[src/rtl/mul64_iter.sv]
// Iterative unsigned 64x64->128 shift-add multiplier driving an external 64-bit adder.
// Optional early termination when the remaining multiplier bits are zero: define MUL64_EARLY_TERM_EN.
module mul64_iter #(
  parameter int WIDTH = 64,
  parameter int CNT_W = 7
) (
  input  logic               clk,
  input  logic               rst,
  input  logic               start,
  input  logic [WIDTH-1:0]   op_a,
  input  logic [WIDTH-1:0]   op_b,
  output logic               busy,
  output logic               done,
  output logic [2*WIDTH-1:0] product,
  output logic [WIDTH-1:0]   add_a,
  output logic [WIDTH-1:0]   add_b,
  output logic               add_c0,
  input  logic [WIDTH-1:0]   add_sum,
  input  logic               add_cf
);

  typedef enum logic [1:0] {IDLE, RUN, DONE} state_t;

  localparam logic [CNT_W-1:0] LAST = CNT_W'(WIDTH - 1);
`ifdef MUL64_EARLY_TERM_EN
  localparam logic [CNT_W-1:0] W_C  = CNT_W'(WIDTH);
`endif

  state_t             state_q, state_d;
  logic [WIDTH-1:0]   mcand_q, mcand_d;
  logic [WIDTH-1:0]   mq_q, mq_d;
  logic [WIDTH-1:0]   acc_q, acc_d;
  logic [WIDTH-1:0]   plo_q, plo_d;
  logic [CNT_W-1:0]   cnt_q, cnt_d;
  logic [2*WIDTH-1:0] product_q, product_d;

  // The adder mux is live in every state; its result only matters in RUN.
  assign add_a   = acc_q;
  assign add_b   = mq_q[0] ? mcand_q : '0;
  assign add_c0  = 1'b0;
  assign busy    = (state_q == RUN);
  assign done    = (state_q == DONE);
  assign product = product_q;

  always_comb begin
    state_d   = state_q;
    mcand_d   = mcand_q;
    mq_d      = mq_q;
    acc_d     = acc_q;
    plo_d     = plo_q;
    cnt_d     = cnt_q;
    product_d = product_q;
    case (state_q)
      IDLE, DONE: begin
        state_d = IDLE;
        if (start) begin
          mcand_d = op_a;
          mq_d    = op_b;
          acc_d   = '0;
          plo_d   = '0;
          cnt_d   = '0;
          state_d = RUN;
        end
      end
      RUN: begin
`ifdef MUL64_EARLY_TERM_EN
        // Partial product sits in the top WIDTH+cnt bits of {acc,plo}.
        if (mq_q == '0) begin
          product_d = {acc_q, plo_q} >> (W_C - cnt_q);
          state_d   = DONE;
        end else begin
`endif
          acc_d = {add_cf, add_sum[WIDTH-1:1]};
          plo_d = {add_sum[0], plo_q[WIDTH-1:1]};
          mq_d  = mq_q >> 1;
          cnt_d = cnt_q + CNT_W'(1);
          if (cnt_q == LAST) begin
            product_d = {add_cf, add_sum, plo_q[WIDTH-1:1]};
            state_d   = DONE;
          end
`ifdef MUL64_EARLY_TERM_EN
        end
`endif
      end
      default: state_d = IDLE;
    endcase
  end

  always_ff @(posedge clk) begin
    if (rst) begin
      state_q   <= IDLE;
      mcand_q   <= '0;
      mq_q      <= '0;
      acc_q     <= '0;
      plo_q     <= '0;
      cnt_q     <= '0;
      product_q <= '0;
    end else begin
      state_q   <= state_d;
      mcand_q   <= mcand_d;
      mq_q      <= mq_d;
      acc_q     <= acc_d;
      plo_q     <= plo_d;
      cnt_q     <= cnt_d;
      product_q <= product_d;
    end
  end

endmodule
[config.mk]
export PLATFORM = sky130hd
export DESIGN_NAME = mul64_iter
export DESIGN_NICKNAME = d
export VERILOG_FILES = /design/src/rtl/mul64_iter.sv
export SDC_FILE = /design/constraint.sdc
export NUM_CORES = 1
export LEC_CHECK = 0
export ABC_AREA = 1
export BUFFER_PORTS_ARGS = -buffer_cell sky130_fd_sc_hd__buf_2
export CORE_MARGIN = 2
export CORE_UTILIZATION = 52
export CTS_CLUSTER_DIAMETER = 30
export DETAILED_ROUTE_END_ITERATION = 6
export GPL_TIMING_DRIVEN = 0
export PLACE_DENSITY = 0.8
export RECOVER_POWER = 100
export SYNTH_ARGS = -nofsm -noshare
export SYNTH_HDL_FRONTEND = slang
export SYNTH_SLANG_ARGS = --single-unit
[constraint.sdc]
create_clock -name clk -period 1.55 [get_ports clk]
set_input_delay 0.2325 -clock clk [delete_from_list [all_inputs] [get_ports clk]]
set_output_delay 0.2325 -clock clk [all_outputs]
set_load 0.01 [all_outputs]
After elaboration in Yosys (flattened, before gate mapping)
Cells that the tools add are included.
{"block": "classes", "addsub": 1, "n_eq_ne": 5, "mux": 11, "reduce_logical": 6}
{"cell": "$pmux W64 S2", "n": 3}
{"cell": "$mux W64", "n": 3}
{"cell": "$pmux W7 S2", "n": 1}
{"cell": "$add A7 B1 Y7 const B", "n": 1}
{"cell": "$eq A7 B6 Y1 const B", "n": 1}
{"cell": "$mux W7", "n": 1}
{"cell": "$reduce_and A2 Y1", "n": 3}
{"cell": "$pmux W2 S2", "n": 1}
{"cell": "$eq A2 B1 Y1 const B", "n": 1}
{"cell": "$eq A2 B2 Y1 const B", "n": 1}
{"cell": "$logic_not A2 Y1", "n": 1}
{"cell": "$mux W2", "n": 1}
{"cell": "$ne A2 B1 Y1 const B", "n": 1}
{"cell": "$ne A2 B2 Y1 const B", "n": 1}
{"cell": "$reduce_bool A2 Y1", "n": 1}
{"cell": "$reduce_or A2 Y1", "n": 1}
{"cell": "$mux W1", "n": 1}
{"block": "totals", "ff_bits": 393, "inputBits": 196, "out_inout_bits": 259, "elab_cells": 30}

Longest topological paths before layout
Gate-level depths: netlist of run 1.
{"block": "depth", "word_depth": 4, "ltp_mapped": 8, "ltp_nobuf": 7}

Worst setup path before layout of run 1
No wires, ideal clock.
{"block": "synth_timing", "path_kind": "reg2reg", "start": "register cnt_q[0]", "end": "register product_q[108] (netlist: product[108])", "setup_ps": 59, "t_arrival_ps": 1252, "required_ps": 1491, "setup_slack_ps": 239, "stages_incl_launch_ff": 8, "path_buffers": 2, "period_less_slack_ps": 1311, "path_cell_list": "dfxtp_1 -> ha_1 -> nand3_2 -> nor2_2 -> buf_4 -> buf_2 -> nand4_1 -> nand2_1"}
{"block": "synth_between", "elab_chain_len": 2}
{"element": "from (decl)", "line": "34", "source": "logic [CNT_W-1:0] cnt_q, cnt_d;"}
{"element": "from (signal assigned)", "line": "104", "source": "cnt_q <= cnt_d;"}
{"element": "$eq A7 B6 Y1", "line": "77", "source": "if (cnt_q == LAST) begin"}
{"element": "$reduce_and A2 Y1 (no source line)"}
{"element": "to (signal assigned)", "line": "105", "source": "product_q <= product_d;"}
{"element": "to (decl)", "line": "35", "source": "logic [2*WIDTH-1:0] product_q, product_d;"}
No other way between the ends.
A chain may end at the register's enable or synchronous reset.

Final worst setup path of run 1
{"block": "layout_timing", "start": "register mq_q[0]", "end": "output add_b[24]"}
{"block": "layout_between", "elab_chain_len": 1}
{"element": "from (decl)", "line": "31", "source": "logic [WIDTH-1:0] mq_q, mq_d;"}
{"element": "from (signal assigned)", "line": "101", "source": "mq_q <= mq_d;"}
{"element": "$mux W64", "line": "39", "source": "assign add_b = mq_q[0] ? mcand_q : '0;"}
{"element": "to (decl)", "line": "16", "source": "output logic [WIDTH-1:0] add_b,"}
No other way between the ends.

==> reports/metrics.yaml, run 1 <==
critical_path:
  critical_path_required_ns: 1.32
  r2r_cells: 9
  cp.depth: 5
  crit_fanout: 8
  path_buf_inv: 4
  cp_common_cell: "buf_6"
  crit_arrival_ns: 1.53
  crit_path_start: "mq_q[0]$_SDFFE_PP0P_"
  end_kind: "output port"
  path_delay_family: "buffers and inverters"
  reg2reg_slack_ns: -0.18
  crit_end: "add_b[24]"
  setup.worst_path.start_class: "flop"
  worstPathCellList: "clkbuf_16 > buf_6 > nand2_1 > inv_1 > buf_6"
  max_stage_delay_ns: 0.37
  rr_startpoint: "state_q[0]$_SDFFE_PP0P_"
  crit_type: "flop to output port"
  cpMaxStageDelayCell: "dfxtp_4"
  r2r_end: "add_a[55]$_SDFFE_PP0P_"
synth:
  ys_seq_area_frac: 0.5170
  syn_area_sq_um: 15180
  synth_edf_count: 0
  synth_cell_types: 24
  synth_seq_cells: 392
  ys_async_sr_fraction: 0
  ys_top_cells_by_count: "nand2_1, dfxtp_1, nor2_1"
  avgSynthCellArea_sq_um: 7.463
  synth-main-ff-cell: "dfxtp_1"
  synth_top_area_frac: 0.5170
  synth_top_area_cell: "dfxtp_1"
  synth_nets: 2231
  synth.area.top_cells: "dfxtp_1, nand2_1, a21oi_1, nand4_1, nor2_1"
  ys_warn_count: 0
  synth.most_common_cell: "nand2_1"
  syn_inst: 2034
finish:
  drive_gt1_frac: 0.2286
  fillCellCount: 1878
  layout.nets: 2945
  post-route-util: 0.7962
  area_delta_synth_final_pct: 50.55
route:
  drc_errors: 1
  drt-vias-per-instance: 5.658
  drtAntennaViolNets: 0
  vias: 18070
  drt_iter0_drc: 1839
  routed_wl_um: 60300
  drt_first_pass_iters: 7
  wl_per_cell_um: 18.88
sta:
  period_share: 1.134
  rsz0062_at_grt: "yes"
  clock.fmax_mhz: 568.9
  min_period_ns: 1.758
  hold_violations: 0
  maxSlewHeadroom: 0.4773
  setup_viol: 277
  finalMaxSlewViolations: 0
  setup_slack_ns: -0.2077
  tightest_slew_ns: 0.7841
  skew_ns: 0.03229
global_routing:
  busiest_layer: "met2"
  use_met3: 0.09138
  grt-ovfl-total: 0
  grt_start_max_net_pins: 12
  grt_pass1_wl_um: 89450
  antenna_found_initial: 6
  grt_use_met2: 0.6042
  grt_pass1_vias: 17480
  track_usage: 0.3641
  met1_usage: 0.4020
floorplanning:
  start_util: 0.5289
  num_rows: 62
  core_sq_um: 28700
  io_pins: 455
  die_w_um: 174.9
  design.die.area_sq_um: 30570
  die_h_um: 174.9
clocking:
  cts_tree: "built"
  worstSkewPairLatency_ns: 0.57
  cts_buffer_depth: 3
  clock-sinks: 392
  numCtsBuffers: 75
  path_clk_slew_ns: 0.05
  htreeDepth: 3
  cts_root_buf: "clkbuf_16"
place:
  dp_slack_ns: -0.2564
  port_buffers: 452
  dp_hpwl_um: 34570
  gp_congestion: 0.9124
power_and_ir_drop:
  ir_worst_vdd_mv: 0.9089
  leakagePower_nw: 10.69
  power_density_nw_per_um2: 1316
flow_run:
  max-cap-violations: 0
outcome:
  violations: "DRC, setup timing"
  status: "finished with violations"
worst_hold_path:
  hold_path.class: "input pin to flop"
==> worst min-delay path by stage <==
stage	from	end	slack, ns	depth (start not counted)
floorplan	add_cf	add_a[63]$_SDFFE_PP0P_	0.38	2
global placement	add_a[33]$_SDFFE_PP0P_	add_a[33]$_SDFFE_PP0P_	0.44	2
detailed placement	add_a[39]$_SDFFE_PP0P_	add_a[39]$_SDFFE_PP0P_	0.45	2
CTS	op_b[35]	mq_q[35]$_SDFFE_PP0P_	0.0008	5
global route	op_b[5]	mq_q[5]$_SDFFE_PP0P_	0.03	5
finish	op_b[57]	mq_q[57]$_SDFFE_PP0P_	0.01	5
==> cells in the final DEF (no fill, tap or decap), types with 9 or more instances in the layout <==
cell           instances
clkbuf_2              17
o21ai_0               52
clkbuf_4               9
clkbuf_1             226
buf_4                 25
nand2_4               15
clkbuf_8              15
dfxtp_1              389
inv_2                 37
dlygate4sd3_1        171
nand2_2               30
buf_6                 68
inv_1                 36
nand4_1              127
buf_2                282
clkbuf_16             81
nand3_1              132
o21ai_1               15
nand2_1              615
nor2_1               201
a21oi_1              195
==> layer usage <==
layer,routed length [um],up-vias
met3,5594,397
met4,5221,0
met1,21380,8301
met5,0,-
li1,-,8100
met2,28110,1275
==> power by group <==
group / internal [mW] / leakage, nW / switching (mW)
logic: 1.21 / 6.25 / 1.74
registers: 10.5 / 3.19 / 0.252
clock network: 10.8 / 1.25 / 5.59
==> flip-flops by register name, indices dropped and copies added (netlist names) <==
name,cells
cnt_q,7
mq_q,64
plo_q,63
mcand_q,64
product,128
add_a,64
state_q,2
==> kinds of logic (layout without fill, tap and decap cells) <==
kind of cell / count (synthesis) / in the layout / synth area share
AOI/OAI and AO/OA: 264 / 264 / 0.08729
and+or+nand+nor: 1126 / 1126 / 0.3122
other: 1 / 7 / 0.0002470
buffers and inverters: 250 / 1020 / 0.08243
adders and majority gates: 1 / 1 / 0.0008241
DFF: 392 / 392 / 0.5170
==> worst min-delay path, stage by stage <==
cell and delay [ns]:
buf_2 0.08, nand2_1 0.06, nand2_1 0.06, a21oi_1 0.03
nor2_1 0.07
==> layout make-up <==
cell class                 instances  area [sq um]  area share
inverter                          78         305.3     0.01336
antenna                            6         15.01   0.0006570
clock inverter                    38         464.2     0.02031
timing repair buffer             639          4164      0.1822
tap                              384         480.5     0.02102
clock buffer                      95          2103     0.09203
sequential                       392          7854      0.3437
multi-input combinational       1392          6292      0.2753
buffer                           170          1175     0.05141
==> stage by stage <==
stage	area [sq um]	power (mW)	cells	hold slack [ns]	setup TNS [ns]
after floorplan	15180	12.15	2034	0.3807	0
after global placement	17920	12.95	2870	0.4424	-11.39
after detailed placement	17920	13.01	2870	0.4475	-13.69
after CTS	22690	29.76	3186	0.0008138	-7.899
after global routing	22850	30.84	3192	0.03233	-48.81
final	22850	30.07	3194	0.01434	-21.20
==> timing repair <==
| item | CTS | global route |
|---|---|---|
| pin swaps | 7 | 9 |
| endpoints found under the hold margin | 236 | 0 |
| gates resized for setup | 119 | 127 |
| setup endpoints to repair | 187 | 276 |
| gates cloned | 5 | 3 |
| setup buffers | 8 | 0 |
| hold buffers | 171 | 0 |
Note: power is estimated with default switching activity, not from simulation.
==> run 2, diff against run 1 <==
==> constraint.sdc (replaced) <==
create_clock -name clk -period 1.55 [get_ports clk]
set_input_delay 0.0775 -clock clk [delete_from_list [all_inputs] [get_ports clk]]
set_output_delay 0.0775 -clock clk [all_outputs]
set_load 0.01 [all_outputs]
==> run 2 against run 1 <==
Effect of this change: the run still ends with DRC, setup timing left; sequential share of layout area down 0.25 points; final cell count rose by 0.56%; clock skew grew 0.0052 ns; register-to-register slack gained 0.17 ns; global-route usage rose by 0.59 points; highest routed layer is now met5; first-iteration DRC count is 10% higher.
==> reports/metrics.yaml, run 2 (same netlist as run 1, synthesis figures left out) <==
critical_path:
  reg2reg_slack_ns: -0.01
  cpMaxStageDelayCell: "dfxtp_4"
  r2r_end: "add_a[16]$_SDFFE_PP0P_"
  crit_fanout: 5
  critical_path_required_ns: 1.47
  cp_common_cell: "clkbuf_8"
  rr_startpoint: "state_q[0]$_SDFFE_PP0P_"
  end_kind: "output port"
  setup.worst_path.start_class: "flop"
  crit_type: "flop to output port"
  r2r_cells: 6
  worstPathCellList: "clkbuf_8 > clkbuf_8 > nand2_1 > inv_1 > buf_2"
  max_stage_delay_ns: 0.36
  crit_arrival_ns: 1.56
sta:
  period_share: 1.056
  finalMaxSlewViolations: 0
  hold_violations: 0
  finalSetupTns_ns: -1.009
  clock.fmax_mhz: 611.2
  setup_slack_ns: -0.08614
  maxSlewHeadroom: 0.4753
  rsz0062_at_grt: "yes"
  tightest_slew_ns: 0.7871
  setup_viol: 46
  skew_ns: 0.03744
  min_period_ns: 1.636
floorplanning:
  design.die.area_sq_um: 30570
  start_util: 0.5289
  num_rows: 62
  die_h_um: 174.9
  die_w_um: 174.9
  io_pins: 455
  core_sq_um: 28700
global_routing:
  track_usage: 0.3700
  grt_pass1_wl_um: 90600
  grt_start_max_net_pins: 12
  grt_pass1_vias: 17580
  grt-ovfl-total: 0
  antenna_found_initial: 4
power_and_ir_drop:
  power_density_nw_per_um2: 1312
  leakagePower_nw: 10.76
  p_total_mw: 30.20
  ir_worst_vdd_mv: 0.9460
place:
  port_buffers: 452
  dp_hpwl_um: 34570
  gp_congestion: 0.9124
finish:
  fillCellCount: 1816
  largest_reg_flops: 128
  final_cell_mix: "nand2_1, dfxtp_1, buf_2"
  final_common_cell: "nand2_1"
  area_delta_synth_final_pct: 51.66
  drive_gt1_frac: 0.2195
  layout.nets: 2966
clocking:
  cts_tree: "built"
  clock-sinks: 392
  cts_buffer_depth: 3
  htreeDepth: 3
  cts_root_buf: "clkbuf_16"
  numCtsBuffers: 75
  path_clk_slew_ns: 0.05
  worstSkewPairLatency_ns: 0.58
outcome:
  status: "finished with violations"
  violations: "DRC, setup timing"
route:
  drt_iter0_drc: 2026
  wl_per_cell_um: 19.68
  drt_first_pass_iters: 7
  drt-vias-per-instance: 5.725
  drc_errors: 8
  routed_wl_um: 63200
  drtAntennaViolNets: 0
  vias: 18390
worst_hold_path:
  holdPathStages: 3
  hp-start: "rst"
  hold_path.class: "input pin to flop"
  whs_endpoint: "plo_q[10]$_SDFFE_PP0P_"
flow_run:
  max-cap-violations: 0
==> run 2: cell count changes in the layout (fill, tap and decap cells not counted), sizes merged <==
cell	delta
dlygate4sd3	+23
buf	-13
clkbuf	+11
diode	-3
==> run 2: metal layers <==
layer  vias to the layer above  share of wire  track usage
met1                      8452           0.35       0.4098
met3                       450          0.096      0.09291
met2                      1365           0.47       0.6178
li1                       8120              -            -
met4                         2          0.088       0.2705
met5                         -        0.00021            0
==> run 2: how the worst max path moves through the flow <==
stage | slack, ns | end | startpoint | cells after the start
CTS | -0.01 | add_b[35] | mq_q[0]$_SDFFE_PP0P_ | 5
global route | -0.23 | mcand_q[8]$_SDFFE_PP0P_ | state_q[0]$_SDFFE_PP0P_ | 5
global placement | -0.12 | product[126]$_SDFFE_PP0P_ | cnt_q[0]$_SDFFE_PP0P_ | 6
floorplan | 0.24 | product[108]$_SDFFE_PP0P_ | cnt_q[0]$_SDFFE_PP0P_ | 7
finish | -0.09 | add_b[4] | mq_q[0]$_SDFFE_PP0P_ | 5
detailed placement | -0.13 | product[118]$_SDFFE_PP0P_ | cnt_q[0]$_SDFFE_PP0P_ | 6
==> run 2: what timing repair did <==
action	CTS	global route
pin swaps	1	9
hold endpoints to repair	260	0
setup buffers	4	1
resized for setup	58	170
setup endpoints to repair	187	209
hold buffers	194	0
cloned	4	4
==> run 2: layout make-up <==
type | count | area [sq um] | area share
diodes | 3 | 7.507 | 0.0003261
plain buffers | 171 | 1140 | 0.04951
clock buffers | 95 | 2103 | 0.09136
clock inverters | 38 | 464.2 | 0.02016
inverters | 78 | 302.8 | 0.01315
multi-input cells | 1392 | 6314 | 0.2743
flip-flops and latches | 392 | 7854 | 0.3412
well taps | 384 | 480.5 | 0.02087
repair buffers | 659 | 4355 | 0.1892
==> run 2: power breakdown <==
group / internal (mW) / switching [mW]
Clock: 10.8 / 5.65
Combinational: 1.23 / 1.78
Sequential: 10.5 / 0.260
==> run 2: stage by stage <==
step / std cells / area, sq um / hold WS [ns] / setup slack [ns] / utilization
detailed placement: 2870 / 17920 / 0.3250 / -0.1306 / 0.6244
CTS: 3204 / 22700 / 0.03961 / -0.01352 / 0.7909
floorplan: 2034 / 15180 / 0.2257 / 0.2391 / -
global placement: 2870 / 17920 / 0.3152 / -0.1154 / 0.6244
global route: 3212 / 23020 / 0.1055 / -0.2329 / 0.8020
finish: 3212 / 23020 / 0.05704 / -0.08614 / 0.8020
==> run 2: worst max-delay path, delay by kind of cell, from the launching register on <==
family / cells / cell delay, ns
simple gates: 1 / 0.08
flops: 1 / 0.36
buf+inv: 4 / 0.55
